### src/rtl/cell_hist.sv
// Orientation-histogram accumulator: sums gradient magnitudes into NBINS bins per
// CELL_PIX-sample cell, then streams the finished histogram one bin per cycle.

module cell_hist_bin #(
    parameter int MAG_W  = 16,
    parameter int DATA_W = 32
) (
    input  logic              clk,
    input  logic              rst,
    input  logic              i_clear,
    input  logic              i_take,
    input  logic              i_hit,
    input  logic              i_done,
    input  logic [MAG_W-1:0]  i_mag,
    output logic [DATA_W-1:0] o_shadow
);
    localparam int SW = DATA_W + 1;

    logic [DATA_W-1:0] r_acc;
    logic [DATA_W-1:0] r_shadow;
    logic [DATA_W-1:0] w_acc_inc;
    logic [SW-1:0]     w_sum;

    // One spare carry bit detects overflow; the accumulator pins at all-ones.
    always_comb begin
        w_sum     = {1'b0, r_acc} + SW'(i_mag);
        w_acc_inc = r_acc;
        if (i_hit)
            w_acc_inc = w_sum[DATA_W] ? '1 : w_sum[DATA_W-1:0];
    end

    always_ff @(posedge clk) begin
        if (!rst) begin
            r_acc    <= '0;
            r_shadow <= '0;
        end else if (i_clear) begin
            r_acc <= '0;
        end else if (i_take) begin
            if (i_done) begin
                r_shadow <= w_acc_inc;
                r_acc    <= '0;
            end else begin
                r_acc <= w_acc_inc;
            end
        end
    end

    assign o_shadow = r_shadow;
endmodule

module cell_hist #(
    parameter int MAG_W    = 16,
    parameter int DATA_W   = 32,
    parameter int NBINS    = 9,
    parameter int CELL_PIX = 64
) (
    input  logic              clk,
    input  logic              rst,
    input  logic [MAG_W-1:0]  i_mag,
    input  logic [3:0]        i_bin,
    input  logic              i_valid,
    input  logic              clear,
    output logic [DATA_W-1:0] o_data,
    output logic [3:0]        o_bin,
    output logic              o_valid,
    output logic              o_last
);
    localparam int         PW       = (CELL_PIX > 1) ? $clog2(CELL_PIX) : 1;
    localparam logic [3:0] LAST_BIN = 4'(NBINS - 1);

    typedef enum logic {S_IDLE, S_STREAM} state_t;

    state_t                        r_state, w_state_nxt;
    logic [PW-1:0]                 r_pcnt;
    logic [3:0]                    r_idx, w_idx_nxt;
    logic [NBINS-1:0][DATA_W-1:0]  w_shadow;
    logic                          w_take, w_done;
    logic                          w_ov, w_ol;
    logic [DATA_W-1:0]             w_od;

    assign w_take = i_valid & ~clear;
    assign w_done = w_take && (r_pcnt == PW'(CELL_PIX - 1));

    // Out-of-range bin indices hit no lane, so they only advance the pixel count.
    for (genvar k = 0; k < NBINS; k++) begin : g_bin
        cell_hist_bin #(.MAG_W(MAG_W), .DATA_W(DATA_W)) u_bin (
            .clk      (clk),
            .rst      (rst),
            .i_clear  (clear),
            .i_take   (w_take),
            .i_hit    (i_bin == 4'(k)),
            .i_done   (w_done),
            .i_mag    (i_mag),
            .o_shadow (w_shadow[k])
        );
    end

    always_ff @(posedge clk) begin
        if (!rst)
            r_pcnt <= '0;
        else if (clear)
            r_pcnt <= '0;
        else if (w_take)
            r_pcnt <= w_done ? '0 : r_pcnt + 1'b1;
    end

    // State register
    always_ff @(posedge clk) begin
        if (!rst) begin
            r_state <= S_IDLE;
            r_idx   <= '0;
        end else begin
            r_state <= w_state_nxt;
            r_idx   <= w_idx_nxt;
        end
    end

    // Next state: a completion restarts the stream even on the final word of the previous one.
    always_comb begin
        w_state_nxt = r_state;
        w_idx_nxt   = r_idx;
        if (clear) begin
            w_state_nxt = S_IDLE;
            w_idx_nxt   = '0;
        end else if (w_done) begin
            w_state_nxt = S_STREAM;
            w_idx_nxt   = '0;
        end else if (r_state == S_STREAM) begin
            w_idx_nxt = r_idx + 1'b1;
            if (r_idx == LAST_BIN)
                w_state_nxt = S_IDLE;
        end
    end

    // Output decode
    always_comb begin
        w_ov = (r_state == S_STREAM) && !clear;
        w_ol = w_ov && (r_idx == LAST_BIN);
        w_od = w_shadow[r_idx];
    end

    // Data and bin hold their last values once the stream ends or is cleared.
    always_ff @(posedge clk) begin
        if (!rst) begin
            o_valid <= 1'b0;
            o_last  <= 1'b0;
            o_data  <= '0;
            o_bin   <= '0;
        end else begin
            o_valid <= w_ov;
            o_last  <= w_ol;
            if (w_ov) begin
                o_data <= w_od;
                o_bin  <= r_idx;
            end
        end
    end
endmodule

### config.mk
export PLATFORM = sky130hd
export DESIGN_NAME = cell_hist
export DESIGN_NICKNAME = d
export VERILOG_FILES = /design/src/rtl/cell_hist.sv
export SDC_FILE = /design/constraint.sdc
export NUM_CORES = 2
export LEC_CHECK = 0
export ABC_AREA = 1
export BUFFER_PORTS_ARGS = -buffer_cell sky130_fd_sc_hd__buf_2
export CAP_MARGIN = 30
export CORE_MARGIN = 5
export CORE_UTILIZATION = 59
export DETAILED_ROUTE_END_ITERATION = 8
export PLACE_DENSITY = 0.75
export SLEW_MARGIN = 10
export SYNTH_ARGS = -nofsm -noshare
export SYNTH_HDL_FRONTEND = slang
export SYNTH_SLANG_ARGS = --single-unit
### constraint.sdc
create_clock -name clk -period 3.95 [get_ports clk]
set_input_delay 0.1975 -clock clk [delete_from_list [all_inputs] [get_ports clk]]
set_output_delay 0.1975 -clock clk [all_outputs]
set_load 0.005 [all_outputs]
-- Yosys cells after proc, flatten, opt, wreduce, memory -nomap -nowiden
Index checks and enable logic that the tools add are counted.
- register bits: 625
- input port bits: 24
- output and inout bits: 38
- logic and storage cells: 91
- add/subtract/negate cells: 11
- magnitude comparators: 1
- equality and inequality tests: 10
- muxes and demuxes: 33
- bitwise logic cells: 3
- reduce and logical (&&, ||, !) cells: 8
- operators with widths (kind ; count):
    32-bit 2-to-1 mux ; 28
    32-bit by 16-bit adder with 33-bit output ; 9
    32-bit binary-select mux with 4-bit select ; 1
    4-bit by 3-bit == test with 1-bit output, second input constant ; 4
    4-bit by 2-bit == test with 1-bit output, second input constant ; 2
    4-bit == test, second input constant ; 2
    6-bit by 1-bit adder with 6-bit output, second input constant ; 1
    6-bit == test, second input constant ; 1
    6-bit 2-to-1 mux ; 1
    4-bit by 5-bit < comparator with 1-bit output, second input constant ; 1
    4-bit by 1-bit adder with 4-bit output, second input constant ; 1
    4-bit by 1-bit == test with 1-bit output, second input constant ; 1
    4-bit zero test ; 1
    1-bit logical AND ; 3
    1-bit 2-to-1 mux ; 3
    3-bit AND reduction ; 1
    3-bit OR reduction ; 1
    1-bit inverter ; 2
    2-bit OR reduction ; 1
    1-bit AND ; 1
    1-bit zero test ; 1

-- Logic depth before layout (Yosys ltp)
- depth after elaboration: 4
- gate-level depth with buffers: 16
- depth with buffers taken out: 16

-- Cells and area by module
A second synthesis with hierarchy kept.
- cells, all modules: 7801
- area total of the unflattened synthesis: 45646.3 um^2
- by module, submodules not included (module ; instances ; cells each ; area an instance (um^2) ; sequential area each (um^2)):
    cell_hist_bin (g_bin[4].u_bin ...) ; 5 ; 748 ; 4524.3 ; 1281.2
    cell_hist_bin (g_bin[0].u_bin ...) ; 4 ; 749 ; 4431.8 ; 1281.2
    cell_hist ; 1 ; 1065 ; 5297.6 ; 980.9

-- Worst setup path before layout
No wires, ideal clock.
- kind: register to register
- start: register g_bin[0].u_bin.r_acc[0]
- end: register g_bin[0].u_bin.r_acc[10]
- setup time: 0.132 ns
- arrival time: 2.050 ns
- data required time: 3.818 ns
- setup slack: 1.767 ns
- stages on the path, launching flop included: 14
- path buffers: 1
- period minus slack after synthesis: 2.183 ns
- path through: dfxtp_1 -> ha_1 -> fa_1 -> nand2_1 -> nand3_1 -> nand3_1 -> nand2_1 -> nand2_1 -> nand2_1 -> a21oi_2 -> buf_2 -> nand2_1 -> nand3_1 -> a21oi_1
- cells in the longest elaborated chain, start to end: 4
- RTL lines (what ; line ; RTL):
    start: declaration ; 19 ; logic [DATA_W-1:0] r_acc;
    start signal: assignment ; 43 ; r_acc <= w_acc_inc;
    32-bit by 16-bit adder with 33-bit output ; 26 ; w_sum = {1'b0, r_acc} + SW'(i_mag);
    32-bit 2-to-1 mux ; 29 ; w_acc_inc = w_sum[DATA_W] ? '1 : w_sum[DATA_W-1:0];
    32-bit 2-to-1 mux ; 28 ; if (i_hit)
    32-bit 2-to-1 mux ; 39 ; if (i_done) begin
No other way between the ends.
A chain may end at the register's enable or synchronous reset.

-- Final worst setup path
- start: register g_bin[4].u_bin.r_acc[0]
- end: register g_bin[4].u_bin.r_acc[2]
- cells in the longest elaborated chain, start to end: 4
- RTL lines (what ; line):
    start: declaration ; 19
    start signal: assignment ; 43
    32-bit by 16-bit adder with 33-bit output ; 26
    32-bit 2-to-1 mux ; 29
    32-bit 2-to-1 mux ; 28
    32-bit 2-to-1 mux ; 39
No other way between the ends.

==> qor.csv <==
stage;metric;value;unit
status;outcome;completed;
worst_setup_path;reg-to-reg critical path endpoint;g_bin[4].u_bin.r_acc[2]$_SDFFE_PP0P_;
worst_setup_path;Worst R2R Start;g_bin[4].u_bin.r_acc[0]$_SDFFE_PP0P_;
finish;final net count;7141;
synth;top cell type by total area after synthesis;dfxtp_1;
worst_setup_path;critical path's slowest cell;a21oi_2;
pwr;Gate power share;6.6;%
floorplan;core area;0.0715;mm2
sta;Max Clk Rate;0.351;GHz
sta;worst-margin pin slew;1060;ps
synth;syn_nets;7251;
global_routing;global route overflow;0;
synth;synth unique cells;45;
pwr;pwr dens;320;mW/mm2
synth;Synth Register Bits;625;
placement;Port Buf Inserts;61;
floorplan;Die W;279;um
pwr;leak pwr;20.5;nW
worst_setup_path;CP max stage delay;640;ps
synth;Mapped Area;0.0426;mm2
min_path;hold depth;5;
finish;share of layout cells above drive strength 1;6.25;%
placement;Placement Setup Slack;807;ps
synth;Async S/R FF share, synth;0;%
synth;number of synthesized flops with an enable pin;0;
synth;post-synth top area share;29.4;%
global_routing;GRT Overall Usage;36.8;%
synth;sequential fraction of the synthesis area;29.4;%
floorplan;row cnt;98;
synth;Avg Cell Area, Syn;6.02;um2
sta;minimum clock period;2850;ps
sta;relative slew slack;29.3;%
floorplan;die height;279;um
sta;Worst Skew;25.2;ps
detailed_routing;drt drc;0;
floorplan;Initial Util;59.6;%
clock_tree;clk root buf;clkbuf_16;
detailed_routing;DR pass1 iterations;7;
worst_setup_path;CP max FO;16;
worst_setup_path;CP Class;reg2reg;
pwr;Reg power frac;42.9;%
finish;commonest non-fill, non-tap cell in the layout;nand2_1;
pwr;P_int;11.1;mW
floorplan;Ports;62;
clock_tree;CTS Buffer Depth;3;
sta;final period utilization;72.2;%
global_routing;pin count of the biggest net entering global routing;171;
sta;final setup fails;0;
worst_setup_path;r2r worst-path depth;12;
min_path;Hold EP;r_pcnt[2]$_SDFFE_PP0P_;
detailed_routing;Final ANT Viol Nets;0;
placement;routability cong.;1.01;
detailed_routing;vias per std cell;5.73;
worst_setup_path;Worst EP required;4420;ps
clock_tree;Clock Latency Late Sink;640;ps
finish;commonest non-fill, non-tap cells in the layout;2300 x nand2_1, 893 x inv_1, 651 x nand3_1;
sta;count of final hold-check violations;0;
detailed_routing;drt initial violations;6019;
global_routing;number of antenna violations at the first check in global routing;5;
worst_setup_path;crit path DAT;3330;ps
flow_run;max-cap check violation count;0;
clock_tree;Max H-tree Level;3;
pwr;sw power;3.65;mW
synth;Ys Warns;0;
sta;post-route setup TNS;0;ps
synth;ranking of synthesized cells by area;dfxtp_1 29%, nand2_1 20%, inv_1 7.9%;
pwr;sw frac;24.8;%
finish;Synth-to-Final Area Change;7.96;%
clock_tree;total clock sinks;625;
detailed_routing;Routed wire per std cell;18.7;um
min_path;Hold Crit Start;i_valid;
synth;Cells after Synth;7071;
worst_setup_path;Critical Path End Type;register;
worst_setup_path;R2R Setup Slk;1100;ps
clock_tree;clock-pin slew on the worst setup and hold paths;60;ps
placement;HPWL after DPL;108000;um
clock_tree;CTS tree;yes;
sta;Final Worst Setup Slack;1100;ps
global_routing;first-pass GRT wire length;230000;um
worst_setup_path;Worst setup SP type;register;
floorplan;die area;0.0777;mm2
detailed_routing;vias;45700;
clock_tree;total CTS buffers;73;
synth;Main synth FF type;dfxtp_1;
min_path;min-delay worst type;in2reg;
pwr;VDD IR max;0.548;mV
sta;unrepaired setup endpoints after global routing;false;
pwr;clock power share;50.5;%
global_routing;vias in the first global route;40200;
worst_setup_path;cells along the critical path;ha_1 > fa_1 > nand2_1 > nand3_1 > nand3_1 > nand2_1 > nand2_1 > nand2_2 > a21oi_2 > o21ai_0 > nand3_1 > a21oi_1;
clock_tree;Setup Buffers After CTS;0;
detailed_routing;Detailed Route WL;149000;um
sta;Max Transition Viols Final;0;
-- routing by layer --
| metal | track usage, % | share of wire (%) | vias up |
|---|---|---|---|
| li1 | - | - | 22500 |
| met5 | 0 | 0.038 | - |
| met3 | 6.59 | 11 | 296 |
| met1 | 53.7 | 44 | 20800 |
| met4 | 14.3 | 4.6 | 10 |
| met2 | 54.2 | 41 | 2092 |
-- through the flow --
step / utilization (%) / cells / instance area, um2 / hold slack [ps] / total power, mW
after global routing: 64.3 / 7971 / 46000 / 57.8 / 15.1
after CTS: 64.3 / 7971 / 46000 / 18.5 / 14.7
after detailed placement: 60.6 / 7835 / 43300 / 460 / 7.40
after global placement: 60.6 / 7833 / 43300 / 456 / 7.39
after floorplan: - / 7071 / 42600 / 390 / 7.07
final: 64.3 / 7972 / 46000 / 40.7 / 14.7
-- sequential cells by signal, summed over array words and instances (netlist names) --
signal / cells
r_idx: 4
r_pcnt: 6
g_bin.u_bin.r_acc: 288
o_data: 32
o_bin: 4
r_state: 1
g_bin.u_bin.o_shadow: 288
o_last: 1
o_valid: 1
-- synthesized netlist by cell type, types with 2 or more instances --
cell type  number
o211ai_1       32
a21o_1          5
nand3_2         5
nand3_1       651
nor3b_1         2
clkbuf_1      194
o21ai_0       479
and2_1         22
o21ai_1         3
xor2_1         26
buf_6          14
and3_1          4
o221ai_1       23
buf_2          72
nand2_2         7
nor3_1         58
inv_2           9
a31oi_1        32
nand4_2         2
a21oi_1       613
nand4_1        23
nor3_4          2
buf_4           2
nor4_1         14
o22ai_1         7
nor2_4          3
nand3b_1       44
or2_2         144
clkinv_1        4
nor2_2          7
xnor2_1        52
a21oi_2         6
buf_1          20
nor2_1        424
fa_1            9
inv_1         895
dfxtp_1       625
o21bai_1       78
nor3_2          8
ha_1          147
nand2_1      2300
-- logic make-up after synthesis --
group / share of synthesized area (%)
AO/OA/AOI/OAI: 16.1
XOR/XNOR: 1.60
buffers and inverters: 11.1
AND/OR/NAND/NOR: 37.0
adder cells (fa/ha/maj): 4.74
flip-flops: 29.4
-- power groups by stage --
stage / sequential [mW] / clock, mW / combinational (mW)
floorplan: 6.45 / 0 / 0.619
global placement: 6.46 / 0 / 0.932
detailed placement: 6.46 / 0 / 0.944
CTS: 6.32 / 7.47 / 0.948
global route: 6.31 / 7.75 / 1.05
finish: 6.32 / 7.43 / 0.974
-- final cells by class --
| class | count | area (um2) |
|---|---|---|
| well taps | 950 | 1190 |
| clock inverters | 33 | 534 |
| clock buffers | 102 | 2090 |
| flip-flops and latches | 625 | 12500 |
| multi-input cells | 5236 | 25400 |
| inverters | 908 | 3430 |
| diodes | 1 | 2.50 |
| repair buffers | 117 | 862 |
| fillers | 6769 | 25500 |
-- critical path, delay by kind of cell, from the launching register on --
family	cells	cell delay (ps)
AOI/OAI and AO/OA	3	1020
DFF	1	320
adders and majority gates	2	660
and+or+nand+nor	7	690
-- worst max path at each step --
stage | start | to | depth (start not counted)
after floorplan | g_bin[0].u_bin.r_acc[0]$_SDFFE_PP0P_ | g_bin[0].u_bin.r_acc[10]$_SDFFE_PP0P_ | 13
after global placement | i_mag[0] | g_bin[4].u_bin.r_acc[11]$_SDFFE_PP0P_ | 13
after detailed placement | i_mag[0] | g_bin[4].u_bin.r_acc[2]$_SDFFE_PP0P_ | 13
after CTS | g_bin[4].u_bin.r_acc[0]$_SDFFE_PP0P_ | g_bin[4].u_bin.r_acc[2]$_SDFFE_PP0P_ | 12
after global routing | g_bin[4].u_bin.r_acc[0]$_SDFFE_PP0P_ | g_bin[4].u_bin.r_acc[12]$_SDFFE_PP0P_ | 12
final | g_bin[4].u_bin.r_acc[0]$_SDFFE_PP0P_ | g_bin[4].u_bin.r_acc[2]$_SDFFE_PP0P_ | 12
-- timing repair --
| action | 4_1_cts | 5_1_grt |
|---|---|---|
| endpoints found under the hold margin | 16 | 0 |
| hold buffers | 1 | 0 |
| gates resized for setup | 0 | 0 |
Note: power is estimated with default switching activity, not from simulation.
